**config.mk**
```make
export PLATFORM = sky130hd
export DESIGN_NAME = bsg_hammerblade_io_responder
export DESIGN_NICKNAME = d
export VERILOG_FILES = /design/src/rtl/bsg_hammerblade_io_responder.sv
export SDC_FILE = /design/constraint.sdc
export NUM_CORES = 1
export LEC_CHECK = 0
export BUFFER_PORTS_ARGS = -buffer_cell sky130_fd_sc_hd__buf_4
export CORE_MARGIN = 3
export CORE_UTILIZATION = 53
export CTS_CLUSTER_SIZE = 16
export DETAILED_ROUTE_END_ITERATION = 16
export PLACE_DENSITY = 0.81
export SKIP_CTS_REPAIR_TIMING = 1
export SYNTH_ARGS = -nofsm -noshare
export SYNTH_HDL_FRONTEND = slang
export SYNTH_SLANG_ARGS = --single-unit
```
**constraint.sdc**
```tcl
create_clock -name clk_i -period 9.7 [get_ports clk_i]
set_input_delay 1.94 -clock clk_i [delete_from_list [all_inputs] [get_ports clk_i]]
set_output_delay 1.94 -clock clk_i [all_outputs]
set_load 0.05 [all_outputs]
```
**src/rtl/bsg_hammerblade_io_responder.sv**
```systemverilog
// Host endpoint on the manycore I/O link P port: register map + one response per request.
// Define BSG_HAMMERBLADE_IO_RESPONDER_CYCLE_CTR_EN to build the 64-bit cycle counter.
module bsg_hammerblade_io_responder #(
    parameter int x_cord_width_p = 7,
    parameter int y_cord_width_p = 7,
    parameter int addr_width_p   = 28,
    parameter int data_width_p   = 32,
    parameter int mailbox_els_p  = 4,
    localparam int fwd_w_lp  = addr_width_p + 9 + data_width_p
                             + 2 * (x_cord_width_p + y_cord_width_p),
    localparam int rev_w_lp  = 7 + data_width_p + x_cord_width_p + y_cord_width_p,
    localparam int link_w_lp = fwd_w_lp + rev_w_lp + 4
) (
    input  logic                    clk_i,
    input  logic                    reset_i,
    input  logic [link_w_lp-1:0]    link_sif_i,
    output logic [link_w_lp-1:0]    link_sif_o,
    output logic                    mailbox_v_o,
    output logic [data_width_p-1:0] mailbox_data_o,
    input  logic                    mailbox_yumi_i,
    output logic                    finish_v_o,
    output logic [data_width_p-1:0] finish_code_o,
    output logic                    err_o
);
    localparam int ptr_w_lp  = $clog2(mailbox_els_p);
    localparam int cnt_w_lp  = ptr_w_lp + 1;
    localparam int mask_w_lp = data_width_p / 8;

    localparam logic [3:0] op_load_lp  = 4'd0;
    localparam logic [3:0] op_store_lp = 4'd1;
    localparam logic [3:0] op_sw_lp    = 4'd2;
    localparam logic [1:0] ret_credit_lp = 2'd0;
    localparam logic [1:0] ret_int_wb_lp = 2'd1;

    typedef struct packed {
        logic [addr_width_p-1:0]   addr;
        logic [3:0]                op;
        logic [4:0]                reg_id;
        logic [data_width_p-1:0]   payload;
        logic [y_cord_width_p-1:0] src_y;
        logic [x_cord_width_p-1:0] src_x;
        logic [y_cord_width_p-1:0] y_cord;
        logic [x_cord_width_p-1:0] x_cord;
    } fwd_pkt_s;

    typedef struct packed {
        logic [1:0]                pkt_type;
        logic [data_width_p-1:0]   data;
        logic [4:0]                reg_id;
        logic [y_cord_width_p-1:0] y_cord;
        logic [x_cord_width_p-1:0] x_cord;
    } rev_pkt_s;

    typedef enum logic {IDLE, RESP} state_e;

    state_e   state_q, state_d;
    rev_pkt_s rev_pkt_q, rev_pkt_d;
    logic [data_width_p-1:0] scratch_q, scratch_d;
    logic [data_width_p-1:0] finish_code_q, finish_code_d;
    logic finish_v_q, finish_v_d;
    logic err_q, err_d;
    logic [data_width_p-1:0] mem_q [mailbox_els_p];
    logic [data_width_p-1:0] mem_d [mailbox_els_p];
    logic [ptr_w_lp-1:0] wr_ptr_q, wr_ptr_d, rd_ptr_q, rd_ptr_d;
    logic [cnt_w_lp-1:0] count_q, count_d;

    fwd_pkt_s fwd_pkt;
    logic fwd_v, rev_ready, fwd_ready, push, pop, full;
    logic hi_zero, addr_ok, is_load, is_store, req_ok, mbox_store;
    logic [3:0] idx;
    logic [data_width_p-1:0] rdata, ctr_rdata;
    logic unused_bits;

    assign fwd_v     = link_sif_i[link_w_lp-1];
    assign fwd_pkt   = fwd_pkt_s'(link_sif_i[link_w_lp-2 -: fwd_w_lp]);
    assign rev_ready = link_sif_i[0];
    assign unused_bits = ^{link_sif_i[rev_w_lp+2:1], fwd_pkt.y_cord, fwd_pkt.x_cord};

    assign idx        = fwd_pkt.addr[3:0];
    assign hi_zero    = fwd_pkt.addr[addr_width_p-1:4] == '0;
    assign addr_ok    = hi_zero & (idx < 4'd4);
    assign is_load    = fwd_pkt.op == op_load_lp;
    assign is_store   = (fwd_pkt.op == op_store_lp) | (fwd_pkt.op == op_sw_lp);
    assign req_ok     = addr_ok & (is_load | is_store);
    assign mbox_store = req_ok & is_store & (idx == 4'd0);
    assign full       = count_q == cnt_w_lp'(mailbox_els_p);

`ifdef BSG_HAMMERBLADE_IO_RESPONDER_CYCLE_CTR_EN
    logic [63:0] ctr_q, ctr_d;
    assign ctr_d     = ctr_q + 64'd1;
    assign ctr_rdata = ctr_q[data_width_p-1:0];
    always_ff @(posedge clk_i or posedge reset_i) begin
        if (reset_i) ctr_q <= '0;
        else         ctr_q <= ctr_d;
    end
`else
    assign ctr_rdata = '0;
`endif

    always_comb begin
        state_d       = state_q;
        rev_pkt_d     = rev_pkt_q;
        scratch_d     = scratch_q;
        finish_v_d    = finish_v_q;
        finish_code_d = finish_code_q;
        err_d         = err_q;
        fwd_ready     = 1'b0;
        push          = 1'b0;
        case (idx)
            4'd0:    rdata = data_width_p'(count_q);
            4'd1:    rdata = data_width_p'(finish_v_q);
            4'd2:    rdata = ctr_rdata;
            4'd3:    rdata = scratch_q;
            default: rdata = '0;
        endcase
        unique case (state_q)
            IDLE: begin
                // a full mailbox back-pressures only mailbox stores
                fwd_ready = ~reset_i & ~(mbox_store & full);
                if (fwd_v & fwd_ready) begin
                    state_d            = RESP;
                    rev_pkt_d.x_cord   = fwd_pkt.src_x;
                    rev_pkt_d.y_cord   = fwd_pkt.src_y;
                    rev_pkt_d.reg_id   = fwd_pkt.reg_id;
                    rev_pkt_d.pkt_type = ret_int_wb_lp;
                    rev_pkt_d.data     = '0;
                    if (!req_ok) begin
                        err_d = 1'b1;
                    end else if (is_store) begin
                        rev_pkt_d.pkt_type = ret_credit_lp;
                        push = idx == 4'd0;
                        if (idx == 4'd1 && !finish_v_q) begin
                            finish_v_d    = 1'b1;
                            finish_code_d = fwd_pkt.payload;
                        end
                        if (idx == 4'd3) begin
                            for (int i = 0; i < mask_w_lp; i++) begin
                                if (fwd_pkt.op == op_sw_lp || fwd_pkt.reg_id[i])
                                    scratch_d[8*i +: 8] = fwd_pkt.payload[8*i +: 8];
                            end
                        end
                    end else begin
                        rev_pkt_d.data = rdata;
                    end
                end
            end
            RESP: if (rev_ready) state_d = IDLE;
        endcase
    end

    always_comb begin
        mem_d    = mem_q;
        wr_ptr_d = wr_ptr_q;
        rd_ptr_d = rd_ptr_q;
        count_d  = count_q;
        pop      = mailbox_yumi_i & mailbox_v_o;
        if (push) begin
            mem_d[wr_ptr_q] = fwd_pkt.payload;
            wr_ptr_d        = wr_ptr_q + ptr_w_lp'(1);
        end
        if (pop) rd_ptr_d = rd_ptr_q + ptr_w_lp'(1);
        case ({push, pop})
            2'b10:   count_d = count_q + cnt_w_lp'(1);
            2'b01:   count_d = count_q - cnt_w_lp'(1);
            default: count_d = count_q;
        endcase
    end

    always_ff @(posedge clk_i or posedge reset_i) begin
        if (reset_i) begin
            state_q       <= IDLE;
            rev_pkt_q     <= '0;
            scratch_q     <= '0;
            finish_v_q    <= 1'b0;
            finish_code_q <= '0;
            err_q         <= 1'b0;
            wr_ptr_q      <= '0;
            rd_ptr_q      <= '0;
            count_q       <= '0;
            for (int i = 0; i < mailbox_els_p; i++) mem_q[i] <= '0;
        end else begin
            state_q       <= state_d;
            rev_pkt_q     <= rev_pkt_d;
            scratch_q     <= scratch_d;
            finish_v_q    <= finish_v_d;
            finish_code_q <= finish_code_d;
            err_q         <= err_d;
            wr_ptr_q      <= wr_ptr_d;
            rd_ptr_q      <= rd_ptr_d;
            count_q       <= count_d;
            mem_q         <= mem_d;
        end
    end

    assign link_sif_o = {1'b0, {fwd_w_lp{1'b0}}, fwd_ready,
                         state_q == RESP, rev_pkt_q, 1'b1};

    assign mailbox_v_o    = count_q != '0;
    assign mailbox_data_o = mem_q[rd_ptr_q];
    assign finish_v_o     = finish_v_q;
    assign finish_code_o  = finish_code_q;
    assign err_o          = err_q;
endmodule

```
==> results of run 1 <==
how the worst max path moves through the flow:
| stage | endpoint | cells past startpoint |
|---|---|---|
| after floorplan | count_q[0] | 2 |
| after global placement | link_sif_o[55] | 8 |
| after detailed placement | link_sif_o[55] | 8 |
| after CTS | link_sif_o[55] | 8 |
| after global routing | link_sif_o[55] | 8 |
| final | link_sif_o[55] | 8 |
worst reg2reg max path, cell delays in order (launching register included):
cell     delay (ns)
dfrtp_1        0.67
or3b_2         0.60
a21o_4         0.24
or4_2          0.61
buf_4          0.35
mux2_4         0.45
power by group:
group	total, uW	switching [uW]	internal [uW]
logic	508	344	165
registers	1170	77.2	1100
clock network	1140	439	704
kinds of logic (layout without fill, tap and decap cells):
family	Yosys count	count (layout)	synth area share, %
AOI/OAI and AO/OA	90	90	4.490
adders and majority gates	6	6	0.6387
xor gates and xnor gates	7	7	0.5323
DFF	254	254	49.16
and+or+nand+nor	218	218	10.95
muxes	227	227	25.12
buffers and inverters	187	283	9.048
other	2	100	0.05808
per-layer routing:
metal	part of all wire [%]	up-vias	routed length, um
li1	-	3822	-
met1	41	4461	13130
met2	48	409	15280
met3	8.5	53	2701
met4	2.4	0	764
met5	0	-	0
cell usage after synthesis (all sizes together) (3+ instances only):
cell and n:
xnor2 3, mux2 193, nor2 11, xor2 4, a41oi 3, a21oi 39, dfrtp 254, nand3 32
nand4 85, ha 5, a211oi 20, mux4 32, inv 7, and2 5, o21ai 4, or4bb 19
buf 131, clkbuf 49, o211ai 19, nor3b 3, nand2 33, nor4 15, or4 4
registers in the layout (all words and copies together), names as in the netlist:
register and flops:
count_q 3, err_o 1, finish_code_o 32, finish_v_o 1, link_sif_o 52, mem_q 128
rd_ptr_q 2, scratch_q 32, state_q 1, wr_ptr_q 2
stage by stage:
| stage | instance area [um^2] | total power [uW] | instances |
|---|---|---|---|
| floorplan | 13300 | 1578 | 1089 |
| detailed placement | 14310 | 1704 | 1454 |
| finish | 15310 | 2824 | 1504 |
| CTS | 15310 | 2852 | 1504 |
| global route | 15310 | 2931 | 1504 |
| global placement | 14310 | 1694 | 1454 |
area by class of cell:
| cell class | instances | share of cell area [%] |
|---|---|---|
| Sequential cell | 254 | 41.53 |
| Tap cell | 319 | 2.607 |
| Inverter | 7 | 0.2206 |
| Clock buffer | 37 | 5.115 |
| Clock inverter | 13 | 1.454 |
| Timing Repair Buffer | 226 | 11.08 |
| Multi-Input combinational cell | 648 | 38.00 |
==> metrics.md, run 1 <==
| Metric | Value |
|---|---|
| Met3 Use GR | 5.789% |
| Yosys top cell area share | 49.16% |
| CTS root buf | clkbuf_16 |
| Starting Density | 54.44% |
| Unrepaired setup endpoints after global routing | no |
| Share of cells above drive strength 1 | 43.71% |
| Final Routed Wirelength | 31,870 um |
| Critical Path Start Type | primary input |
| Worst-path clk slew | 0.06 ns |
| Util after Layout | 64.46% |
| Final period utilization | 57.05% |
| Largest net degree at the start of global routing | 117 |
| F_max | 180.7 MHz |
| WP data required | 7.76 ns |
| Most frequent cells in the layout | dfrtp_1, buf_4, mux2_2 |
| Tmin final | 5.534 ns |
| Drt first pass iters | 5 |
| Register area | 6359 um^2 |
| Area leader, netlist | dfrtp_1 |
| Number of enable flip-flop cells after synthesis | 0 |
| Vias after detailed routing | 8,745 |
| Routability cong. | 0.7851 |
| I/O Pins | 378 |
| ANT cells | 0 |
| Critical path class | in -> out |
| Worst Path Buf+Inv | 4 |
| Core area | 23,750 um^2 |
| Register area share after synthesis | 49.16% |
| Vias in the first global route | 9,059 |
| Post-place setup slack | 4.168 ns |
| Number of remaining DRC errors | 0 |
| Average size of a mapped cell | 13.05 um^2 |
| Grt total ovfl | 0 |
| CTS tree | built |
| Final setup viols | 0 |
| Antenna violations before repair | 0 |
| Worst R2R End | mem_q[73] |
| Worst hold start | err_o |
| Status | completed |
| CP Capture Type | primary output |
| Port bufs | 208 |
| Critical path peak fanout | 21 |
| Die area | 26,310 um^2 |
| Setup_tns | 0 ns |
| Dominant synthesized flop cell | dfrtp_1 |
| Post-DP HPWL | 19,660 um |
| Final Hold Viols | 0 |
| Arrival time at the worst endpoint | 3.59 ns |
| Post-Synthesis Cells | 991 |
| Rel. slew slack | 33.75% |
| HP Class | reg -> reg |
| M2 GR Usage | 38.88% |
| Die height | 162.2 um |
| Filler Cells Inserted | 1,743 |
| Most used cell, CP | buf_4 |
| Worst VDD drop | 134.7 uV |
| Commonest non-fill, non-tap cell in the layout | dfrtp_1 |
| Hold endpoint | err_o |
| Final worst slack | 4.166 ns |
| Num CTS Buffers | 27 |
| Async set-reset flop share out of synthesis | 100.0% |
| Final setup skew | 0.007949 ns |
| Routed Antenna Nets | 0 |
| Yosys cell types | 48 |
| Vias per cell | 5.814 |
| Hold path depth | 1 |
| Reg2Reg Depth | 5 |
| Crit-path cells | buf_4 > nor4_1 > nand4_1 > buf_4 > nor2_1 > buf_4 > a211oi_1 > buf_4 |
| Final Max Slew Viols | 0 |
| Worst hold slack | 0.4802 ns |
| Area contributors post-synth | dfrtp_1, mux2_4, mux2_2 |
| Syn-to-layout area delta | 18.42% |
| Peak-usage layer in the global routing report | met2 |
| CTS Buffer Depth | 3 |
| Synth warnings | 0 |
| Sinks on Clock Net | 254 |
| FP Rows | 56 |
| GRT Resource Usage Total | 23.82% |
| #FFs+latches synth | 254 |
| Crit path from | link_sif_i[136] |
| Worst R2R Setup Slack | 6.66 ns |
| Cell family with most CP delay | buffers and inverters |
| Layout net count | 1,327 |
| CP peak stage delay | 0.42 ns |
| Multi-input gate area | 5818 um^2 |
| Pwr Density | 184.4 nW/um^2 |
| Reg2reg start | state_q |
| Die W | 162.2 um |
| DR WL/cell | 21.19 um |
| Iter 0 DRT Violations | 826 |
| Worst path slowest cell | nor4_1 |
| MaxCap Viol Count | 0 |
| CTS H-Tree Depth | 1 |
| M1 GR Usage | 32.07% |
| Clk_lat worst skew | 0.54 ns |
| Static Leakage | 0.007794 uW |
| Slew @ Worst Pin | 0.9938 ns |
| First-pass GRT wire length | 50,110 um |
| Mapped cell area | 12,930 um^2 |
No activity file was read; power rests on OpenSTA's default activity.
==> run 2, diff against run 1 <==
--- a/config.mk
+++ b/config.mk
@@ -7,10 +7,10 @@
 export LEC_CHECK = 0
 export BUFFER_PORTS_ARGS = -buffer_cell sky130_fd_sc_hd__buf_4
 export CORE_MARGIN = 3
-export CORE_UTILIZATION = 53
+export CORE_UTILIZATION = 47
 export CTS_CLUSTER_SIZE = 16
 export DETAILED_ROUTE_END_ITERATION = 16
-export PLACE_DENSITY = 0.81
+export PLACE_DENSITY = 0.76
 export SKIP_CTS_REPAIR_TIMING = 1
 export SYNTH_ARGS = -nofsm -noshare
 export SYNTH_HDL_FRONTEND = slang
==> constraint.sdc (replaced) <==
create_clock -name clk_i -period 4.58 [get_ports clk_i]
set_input_delay 0.916 -clock clk_i [delete_from_list [all_inputs] [get_ports clk_i]]
set_output_delay 0.916 -clock clk_i [all_outputs]
set_load 0.05 [all_outputs]
==> run 2 against run 1 <==
Effect of this change:
- non-clock buffer count grew 5
- first-iteration DRC count fell by 27%
- total power grew 100%
- clock power increased by 91%
- global-route usage fell by 3.1 points
- via count fell by 1.2%
- utilization down 7.8 points
- sequential share of layout area about the same
- critical endpoint unchanged
- largest cell class unchanged
==> metrics.md, run 2 (synthesized netlist as in run 1, its figures left out) <==
| Metric | Value |
|---|---|
| Final Routed Wirelength | 31,620 um |
| Largest net degree at the start of global routing | 103 |
| Arrival time at the worst endpoint | 2.76 ns |
| Util after Layout | 56.69% |
| CTS Buffer Depth | 3 |
| Drt first pass iters | 5 |
| Tot Pwr | 5764 uW |
| Biggest register | mem_q |
| Final setup skew | 0.01129 ns |
| Share of cells above drive strength 1 | 43.69% |
| I/O Pins | 378 |
| Crit path from | link_sif_i[130] |
| Die area | 29,540 um^2 |
| Post-place setup slack | 0.8812 ns |
| Max reg flops | 128 |
| CP Capture Type | primary output |
| Syn-to-layout area delta | 18.50% |
| Critical path peak fanout | 21 |
| CTS tree | built |
| CTS H-Tree Depth | 1 |
| Antenna violations before repair | 0 |
| Slew @ Worst Pin | 1.011 ns |
| Final worst slack | 0.8998 ns |
| M1 GR Usage | 27.75% |
| Post-placement cell count | 1,481 |
| Worst VDD drop | 250.7 uV |
| Sinks on Clock Net | 254 |
| WP data required | 3.66 ns |
| Worst-path clk slew | 0.06 ns |
| M2 GR Usage | 34.36% |
| Num CTS Buffers | 27 |
| Vias after detailed routing | 8,638 |
| Final Max Slew Viols | 0 |
| MaxCap Viol Count | 0 |
| Routed Antenna Nets | 0 |
| Final Hold Viols | 0 |
| Pwr Density | 376.2 nW/um^2 |
| Final setup viols | 0 |
| Starting Density | 47.84% |
| Peak-usage layer in the global routing report | met2 |
| First-pass GRT wire length | 48,840 um |
| Rel. slew slack | 32.60% |
| F_max | 271.7 MHz |
| Critical path class | in -> out |
| Commonest non-fill, non-tap cell in the layout | dfrtp_1 |
| HP Class | reg -> reg |
| Met3 Use GR | 5.418% |
| Number of remaining DRC errors | 0 |
| Final period utilization | 80.35% |
| Core area | 27,030 um^2 |
| Layout Cells excl Fill | 1,529 |
| Status | completed |
| FP Rows | 60 |
| Vias in the first global route | 8,680 |
| Static Leakage | 0.007791 uW |
| Port bufs | 208 |
| Die W | 171.9 um |
| Setup_tns | 0 ns |
| Worst hold start | err_o |
| Clk_lat worst skew | 0.53 ns |
| DR WL/cell | 20.68 um |
| Vias per cell | 5.649 |
| Most frequent cells in the layout | dfrtp_1, buf_4, mux2_2 |
| Die height | 171.9 um |
| Iter 0 DRT Violations | 604 |
| Unrepaired setup endpoints after global routing | no |
| Layout net count | 1,332 |
| Post-DP HPWL | 20,490 um |
| CTS root buf | clkbuf_16 |
| Routability cong. | 0.7727 |
| Grt total ovfl | 0 |
| Critical Path Start Type | primary input |
| Reg2reg start | count_q[2] |
| Tmin final | 3.680 ns |
| ANT cells | 0 |
| GRT Resource Usage Total | 20.75% |
run 2: cell type report:
class / count / area, um^2
Clock inverter: 9 / 101.3
Fill cell: 2205 / 11700
Tap cell: 341 / 426.7
Multi-Input combinational cell: 648 / 5818
Timing Repair Buffer: 231 / 1797
Clock buffer: 39 / 790.8
Sequential cell: 254 / 6359
Inverter: 7 / 30.03
run 2: final timing paths:
kind / to / slack [ns] / depth (start not counted)
max: link_sif_o[55] / 0.90 / 8
min: err_o / 0.47 / 1
max reg2reg: mem_q[115] / 1.69 / 6
min reg2reg: err_o / 0.47 / 1
max in group asynchronous: scratch_q[12] / 2.88 / 3
min in group asynchronous: link_sif_o[18] / 0.69 / 2
run 2: where the power goes:
part / switching (uW) / leakage (uW) / total [uW] / internal, uW
combinational: 698 / 0.00388 / 1060 / 360
sequential: 201 / 0.00347 / 2520 / 2320
clock: 879 / 0.000441 / 2180 / 1300
run 2: critical path, cell delays in order:
cell and delay, ns:
buf_4 0.11, nor4_1 0.37, nand3_1 0.35, buf_4 0.31, nor2_1 0.10, buf_4 0.27, a211oi_1 0.12, buf_4 0.21
run 2: metal layers:
metal | part of all wire (%) | wire [um]
met1 | 42 | 13120
met2 | 48 | 15100
met3 | 8.7 | 2756
met4 | 2.0 | 639
met5 | 0 | 0
run 2: stage by stage:
| stage | instance area [um^2] | hold WS (ns) |
|---|---|---|
| finish | 15320 | 0.4690 |
| global placement | 14430 | 0.4499 |
| detailed placement | 14430 | 0.4537 |
| global route | 15320 | 0.4918 |
| CTS | 15320 | 0.4685 |
| floorplan | 13300 | 0.4526 |
